File: src/rtl/ccff_chain_loader.sv
// ccff_chain_loader: takes config words over a valid/ready stream and shifts
// them MSB first into one ccff_head -> ccff_tail configuration chain.
// Optional feature macro: CCFF_READBACK_EN. When defined, the loaded bits are
// CRC'd, the chain is recirculated once through the tail, and error reports a
// mismatch between the two CRCs. When undefined, error is tied low.
module ccff_chain_loader #(
    parameter int CHAIN_LEN = 32,
    parameter int WORD_W    = 8,
    parameter int CNT_W     = 6
) (
    input  logic              prog_clk,
    input  logic              pReset,
    input  logic              start,
    input  logic [WORD_W-1:0] cfg_data,
    input  logic              cfg_valid,
    output logic              cfg_ready,
    output logic              ccff_head,
    input  logic              ccff_tail,
    output logic              shift_en,
    output logic              busy,
    output logic              done,
    output logic              error
);

    localparam int BL_W = $clog2(WORD_W + 1);
    localparam logic [CNT_W-1:0] CHAIN_LEN_C = CNT_W'(CHAIN_LEN);
    localparam logic [CNT_W-1:0] LAST_C      = CNT_W'(CHAIN_LEN - 1);
    localparam logic [CNT_W:0]   WORD_C      = (CNT_W + 1)'(WORD_W);
    localparam logic [BL_W-1:0]  WORD_BL     = BL_W'(WORD_W);

`ifdef CCFF_READBACK_EN
    typedef enum logic [1:0] {IDLE = 2'd0, LOAD = 2'd1, VERIFY = 2'd2, DONE = 2'd3} state_t;
`else
    typedef enum logic [1:0] {IDLE = 2'd0, LOAD = 2'd1, DONE = 2'd3} state_t;
`endif

    state_t            state_q, state_d;
    logic [CNT_W-1:0]  bitCnt_q, bitCnt_d;
    logic [BL_W-1:0]   bitsLeft_q, bitsLeft_d;
    logic [WORD_W-1:0] shreg_q, shreg_d;

    logic              loadShift;
    logic [CNT_W:0]    remainingW;
    logic [CNT_W:0]    bitsLeftW;
    logic [CNT_W:0]    roomW;
    logic [BL_W-1:0]   loadLen;

`ifdef CCFF_READBACK_EN
    logic [15:0]       crcLd_q, crcLd_d;
    logic [15:0]       crcRb_q, crcRb_d;
    logic              error_q, error_d;

    // One MSB-first serial step of CRC-16-CCITT (poly 0x1021).
    function automatic logic [15:0] crcStep(input logic [15:0] crc, input logic bitIn);
        logic fb;
        fb = crc[15] ^ bitIn;
        return {crc[14:0], 1'b0} ^ (fb ? 16'h1021 : 16'h0000);
    endfunction

    assign error = error_q;
`else
    logic tail_unused;
    assign tail_unused = ccff_tail;
    assign error       = 1'b0;
`endif

    // A word is accepted only if the chain still has room beyond the bits already
    // buffered; the final word is truncated so surplus low-order bits never shift.
    assign loadShift  = (bitsLeft_q != '0);
    assign remainingW = {1'b0, CHAIN_LEN_C - bitCnt_q};
    assign bitsLeftW  = (CNT_W + 1)'(bitsLeft_q);
    assign roomW      = remainingW - (CNT_W + 1)'(loadShift);
    assign loadLen    = (roomW > WORD_C) ? WORD_BL : BL_W'(roomW);

    // State register and datapath registers; reset aborts any load immediately.
    always_ff @(posedge prog_clk or posedge pReset) begin
        if (pReset) begin
            state_q    <= IDLE;
            bitCnt_q   <= '0;
            bitsLeft_q <= '0;
            shreg_q    <= '0;
`ifdef CCFF_READBACK_EN
            crcLd_q    <= 16'hFFFF;
            crcRb_q    <= 16'hFFFF;
            error_q    <= 1'b0;
`endif
        end else begin
            state_q    <= state_d;
            bitCnt_q   <= bitCnt_d;
            bitsLeft_q <= bitsLeft_d;
            shreg_q    <= shreg_d;
`ifdef CCFF_READBACK_EN
            crcLd_q    <= crcLd_d;
            crcRb_q    <= crcRb_d;
            error_q    <= error_d;
`endif
        end
    end

    // Next-state and output decode: serialise, refill bubble-free, then finish.
    always_comb begin
        state_d    = state_q;
        bitCnt_d   = bitCnt_q;
        bitsLeft_d = bitsLeft_q;
        shreg_d    = shreg_q;
`ifdef CCFF_READBACK_EN
        crcLd_d    = crcLd_q;
        crcRb_d    = crcRb_q;
        error_d    = error_q;
`endif
        cfg_ready  = 1'b0;
        ccff_head  = 1'b0;
        shift_en   = 1'b0;
        busy       = 1'b0;
        done       = 1'b0;

        case (state_q)
            IDLE: begin
                if (start) begin
                    bitCnt_d   = '0;
                    bitsLeft_d = '0;
                    shreg_d    = '0;
`ifdef CCFF_READBACK_EN
                    crcLd_d    = 16'hFFFF;
                    crcRb_d    = 16'hFFFF;
                    error_d    = 1'b0;
`endif
                    state_d    = LOAD;
                end
            end
            LOAD: begin
                busy      = 1'b1;
                shift_en  = loadShift;
                ccff_head = loadShift & shreg_q[WORD_W-1];
                cfg_ready = (bitsLeft_q <= BL_W'(1)) && (bitCnt_q < CHAIN_LEN_C) &&
                            (remainingW > bitsLeftW);
                if (loadShift) begin
                    shreg_d    = {shreg_q[WORD_W-2:0], 1'b0};
                    bitsLeft_d = bitsLeft_q - BL_W'(1);
                    bitCnt_d   = bitCnt_q + CNT_W'(1);
`ifdef CCFF_READBACK_EN
                    crcLd_d    = crcStep(crcLd_q, shreg_q[WORD_W-1]);
`endif
                    if (bitCnt_q == LAST_C) begin
`ifdef CCFF_READBACK_EN
                        state_d  = VERIFY;
                        bitCnt_d = '0;
`else
                        state_d  = DONE;
`endif
                    end
                end
                if (cfg_ready && cfg_valid) begin
                    shreg_d    = cfg_data;
                    bitsLeft_d = loadLen;
                end
            end
`ifdef CCFF_READBACK_EN
            VERIFY: begin
                busy      = 1'b1;
                shift_en  = 1'b1;
                ccff_head = ccff_tail;
                crcRb_d   = crcStep(crcRb_q, ccff_tail);
                bitCnt_d  = bitCnt_q + CNT_W'(1);
                if (bitCnt_q == LAST_C) begin
                    error_d = (crcRb_d != crcLd_q);
                    state_d = DONE;
                end
            end
`endif
            DONE: begin
                done    = 1'b1;
                state_d = IDLE;
            end
            default: state_d = IDLE;
        endcase
    end

endmodule

File: config.mk
export PLATFORM = sky130hd
export DESIGN_NAME = ccff_chain_loader
export DESIGN_NICKNAME = d
export VERILOG_FILES = /design/src/rtl/ccff_chain_loader.sv
export SDC_FILE = /design/constraint.sdc
export NUM_CORES = 1
export LEC_CHECK = 0
export ABC_AREA = 1
export CAP_MARGIN = 25
export CORE_AREA = 2 2 57 59
export CTS_CLUSTER_DIAMETER = 40
export CTS_CLUSTER_SIZE = 16
export DETAILED_ROUTE_END_ITERATION = 7
export DIE_AREA = 0 0 59 61
export HOLD_SLACK_MARGIN = 0.05
export PLACE_DENSITY = 0.77
export RECOVER_POWER = 25
export SYNTH_ARGS = -nofsm -noshare
export SYNTH_HDL_FRONTEND = slang
export SYNTH_SLANG_ARGS = --single-unit
File: constraint.sdc
create_clock -name prog_clk -period 2.8 [get_ports prog_clk]
set_input_delay 0.28 -clock prog_clk [delete_from_list [all_inputs] [get_ports prog_clk]]
set_output_delay 0.28 -clock prog_clk [all_outputs]
set_load 0.05 [all_outputs]
; After elaboration in Yosys (flattened, before gate mapping)
; Cells that the tools add are included.
[totals]
regBits = 20
[op_classes]
addsub = 4
order_cmp = 4
n_eq_ne = 7
muxes = 21
n_bitwise = 1
reduce_logical = 9
[op_table]
columns = op, n
row1 = $mux 8, 3
row2 = $mux 4, 4
row3 = $pmux 8 s2, 1
row4 = $mux 6, 2
row5 = $pmux 6 s2, 1
row6 = $reduce_and 3->1, 3
row7 = $pmux 4 s2, 1
row8 = $gt 7x4->1 const B, 1
row9 = $sub 6x1->7, 1
row10 = $add 6x1->6 const B, 1
row11 = $eq 6x5->1 const B, 1
row12 = $gt 6x4->1, 1
row13 = $lt 6x6->1 const B, 1
row14 = $mux 2, 3
row15 = $ne 2x2->1 const B, 3
row16 = $sub 6x6->6 const A, 1
row17 = $mux 1, 5
row18 = $le 4x1->1 const B, 1
row19 = $pmux 2 s2, 1
row20 = $reduce_bool 4->1, 1
row21 = $sub 4x1->4 const B, 1
row22 = $logic_and 1x1->1, 3
row23 = $ne 3x3->1 const B, 1
row24 = $eq 2x1->1 const B, 1
row25 = other kinds (4), 4

; Depth between registers and ports, before layout
[depth]
ltp_word = 6
ltp_mapped = 19

; Least setup slack after synthesis
; OpenSTA, ideal clock, no wires.
[synth_path]
path_kind = register to output
start = register state_q[1]
end = output port ccff_head
t_arrival_ps = 3063
required_time_ps = 2520
path_slack_ps = -543
stages_incl_launch_ff = 6
path_cell_list = dfrtp_1 > nor2_1 > inv_1 > nor2_1 > inv_1 > nor2_1
[synth_via]
elab_chain_len = 2
[synth_rtl]
columns = element, line
row1 = "start, declared", 37  ; state_t state_q, state_d;
row2 = "start signal, assigned", 88  ; state_q <= state_d;
row3 = $eq 2x1->1, 117  ; case (state_q)
row4 = $mux 1, 117
row5 = "end, declared", 17  ; output logic ccff_head,
; Every way passes these cells.

; Final worst setup path
[layout_path]
start = register bitCnt_q[0]
end = output port cfg_ready
[layout_via]
elab_chain_len = 4
elab_cells_between_ends = 6
cone_classes = 1 x add/sub / 2 x order compare / 1 x mux / 2 x reduce/logical
[layout_rtl]
columns = element, line
row1 = "start, declared", 38  ; logic [CNT_W-1:0] bitCnt_q, bitCnt_d;
row2 = "start signal, assigned", 89  ; bitCnt_q <= bitCnt_d;
row3 = $sub 6x6->6 or $lt 6x6->1 (tied branches), "70, 135"
row4 = $gt 6x4->1 or $logic_and 1x1->1 (tied branches), "136, 135"
row5 = $logic_and 1x1->1 (*), 135  ; cfg_ready = (bitsLeft_q <= BL_W'(1)) && (bitCnt_q < CHAIN_LEN_C) &&
row6 = $mux 1 (*), 117
row7 = "end, declared", 16  ; output logic cfg_ready,
; Mark *: on every way between the ends. The rest lies on a longest branch, timed or not.

==> reports/metrics.cfg <==
[cells_and_area]
fillers=283
area_growth_pct=14.5
final_area_mm2=0.00181
drive_gt1_frac=0.102
fin_nets=280
fin_util=0.611
num_antenna_cells=0

[floorplan]
dieWidth_um=59
die-area_mm2=0.00360
die_height_um=61
core_mm2=0.00295
io_pins=19
rows=20
initial_core_util=0.534

[logic_synthesis]
ys_seq_area_frac=0.317
synth_largest_area_cell=dfrtp_1
synth_cells=236
netlist_area_mm2=0.00158
ys_types=26
async_flop_share=1.00
synth_edf_count=0
ys_seq_elements=20
synth.area.top_cells=dfrtp_1 (32%), nand2_1 (20%), inv_1 (8.8%), ha_1 (8.7%), nand3_1 (6.7%)
synth_nets=260
synth_warnings=0
synth.avg_cell_area_um2=6.68
synthFlopType=dfrtp_1
synth_top_area_frac=0.317

[timing]
worstMarginPinSlew_ns=0.753
finalCritPeriodShare=0.933
finalHoldViolCount=0
relSlewSlack=0.497
skew_ns=0.00414
tns_ns=0
fin_crit_ns=2.61
rsz0062_at_grt=no
final_max_slew_viol_count=0
setup_viol=0
fmax_mhz=383

[critical_path]
rr_endpoint=bitsLeft_q[3]
required_ns=2.52
startpoint=bitCnt_q[0]
worstSetupEndpointType=output pin
timing.rr.start=bitCnt_q[0]
rrSetupSlack_ns=0.25
start_kind=flip-flop
ff2ff_path_depth=17
cp_data_arrival_time_ns=2.33
cp_max_fo=10
path_class=reg -> out

[clocking]
clk_path_buf_depth=2
cts_buffers=3
hold_buffers=0
htree_levels=1
cts_tree=yes
cts-root-buf=clkbuf_4
clk_latency_ns=0.29
clk_pin_slew_ns=0.10
clkSinkCount=20

[placement]
place_congestion=0.839
portBuffers=16
dp_hpwl_um=2440
place_area_mm2=0.00178

[power_and_ir_drop]
power_uw=2160
peakVddDrop_mv=0.705
p_leak_uw=0.000999
power.density_mw_per_mm2=1200

[grt]
antenna_found_initial=0
grt_max_degree=21
grt_usage=0.191
overflow=0
grt_pass1_wl_um=5310
grt_pass1_vias=1268

[worst_hold_path]
whs_path_depth=2
min_from=bitsLeft_q[1]
hold_class=reg -> reg
min_to=bitsLeft_q[1]

[drt]
finalWirelength_um=3040
ant_nets=0
wl_per_cell_um=10.6
vias=1445
drtPass1Iterations=4
vias_per_cell=5.03
drc=0
first_iter_violations=35

[outcome]
status=complete, no violations

[flow_run]
max_cap_viol_count=0

[critical path, cell delays in order (launching register included)]
cell and delay [ns]:
dfrtp_1 0.46, inv_4 0.14, ha_1 0.22, inv_1 0.05, nand2_1 0.09, nand2_1 0.08, ha_1 0.28, nand2_1 0.05
inv_1 0.06, nand2_1 0.05, nand2_1 0.05, nand2_1 0.05, nand3_2 0.09, nand2_1 0.07, nor2_2 0.16, buf_12 0.16
[cell type report]
cell class,instances,area [µm²],share of cell area
inverters,41,156,0.0866
flip-flops and latches,20,500,0.277
multi-input cells,172,900,0.498
clock buffers,3,22.5,0.0125
well taps,33,41.3,0.0229
repair buffers,18,185,0.103
[through the flow]
| step | worst slack [ns] | hold slack (ns) | std cells |
|---|---|---|---|
| after floorplan | 0.0442 | 0.244 | 236 |
| after global placement | 0.256 | 0.465 | 284 |
| after detailed placement | 0.218 | 0.466 | 284 |
| after CTS | 0.0631 | 0.452 | 287 |
| after global routing | 0.00875 | 0.517 | 287 |
| final | 0.188 | 0.491 | 287 |
[metal layers]
metal | track usage | part of all wire | up-vias
li1 | - | - | 775
met1 | 0.254 | 0.49 | 642
met2 | 0.333 | 0.47 | 24
met3 | 0.0128 | 0.029 | 4
met4 | 0.0584 | 0.0099 | 0
met5 | 0 | 0 | -
[cells in the mapped netlist (all sizes together) (2+ instances only)]
| cell | count |
|---|---|
| a21oi | 4 |
| nand2 | 88 |
| nor2 | 18 |
| nor3 | 4 |
| dfrtp | 20 |
| ha | 11 |
| o21ai | 13 |
| nand4 | 4 |
| inv | 41 |
| nand3 | 24 |
| buf | 3 |
| o22ai | 2 |
[placed cells by master, fill, tap and decap left out]
cell type        instances
nand2_1                 83
inv_1                   37
nand3_1                 21
dfrtp_1                 20
clkdlybuf4s50_1         14
nor2_1                  12
ha_1                    11
o21ai_0                  9
nor2_2                   5
nand4_1                  4
nor3_1                   4
a21oi_1                  3
nand3_2                  3
nand2_2                  3
inv_2                    3
o21ai_1                  3
clkbuf_4                 3
nand2_4                  2
o22ai_1                  2
buf_4                    2
nor2_4                   1
inv_4                    1
a21oi_4                  1
xor2_1                   1
nor3b_1                  1
xnor2_1                  1
o21ai_2                  1
conb_1                   1
dlygate4sd3_1            1
buf_12                   1
[timing repair]
item | 4_1_cts | 5_1_grt
setup buffers | 0 | 0
resized for setup | 0 | 2
setup endpoints to repair | 0 | 4
[power breakdown]
part           switching [µW]  internal, µW  total [µW]
Combinational             965           549        1510
Clock                    79.6          50.0         130
Sequential                108           408         516
Total                    1150          1010        2160
[sequential cells by signal (all words and copies together), names as in the netlist]
name / cells
shreg_q: 8
bitCnt_q: 6
bitsLeft_q: 4
state_q: 2
[cells by family after synthesis]
group	count (synthesis)	share of synthesized area
other	1	0.00238
DFF	20	0.317
AOI/OAI and AO/OA	19	0.0714
xor gates and xnor gates	2	0.0111
and+or+nand+nor	139	0.394
buffers and inverters	44	0.117
adders and majority gates	11	0.0873
[worst max path at each step]
stage / end / slack [ns]
after CTS: cfg_ready / 0.06
after floorplan: ccff_head / 0.04
after detailed placement: bitsLeft_q[3] / 0.22
after global placement: bitsLeft_q[3] / 0.26
final: cfg_ready / 0.19
after global routing: cfg_ready / 0.009
No activity file was read; power rests on OpenSTA's default activity.
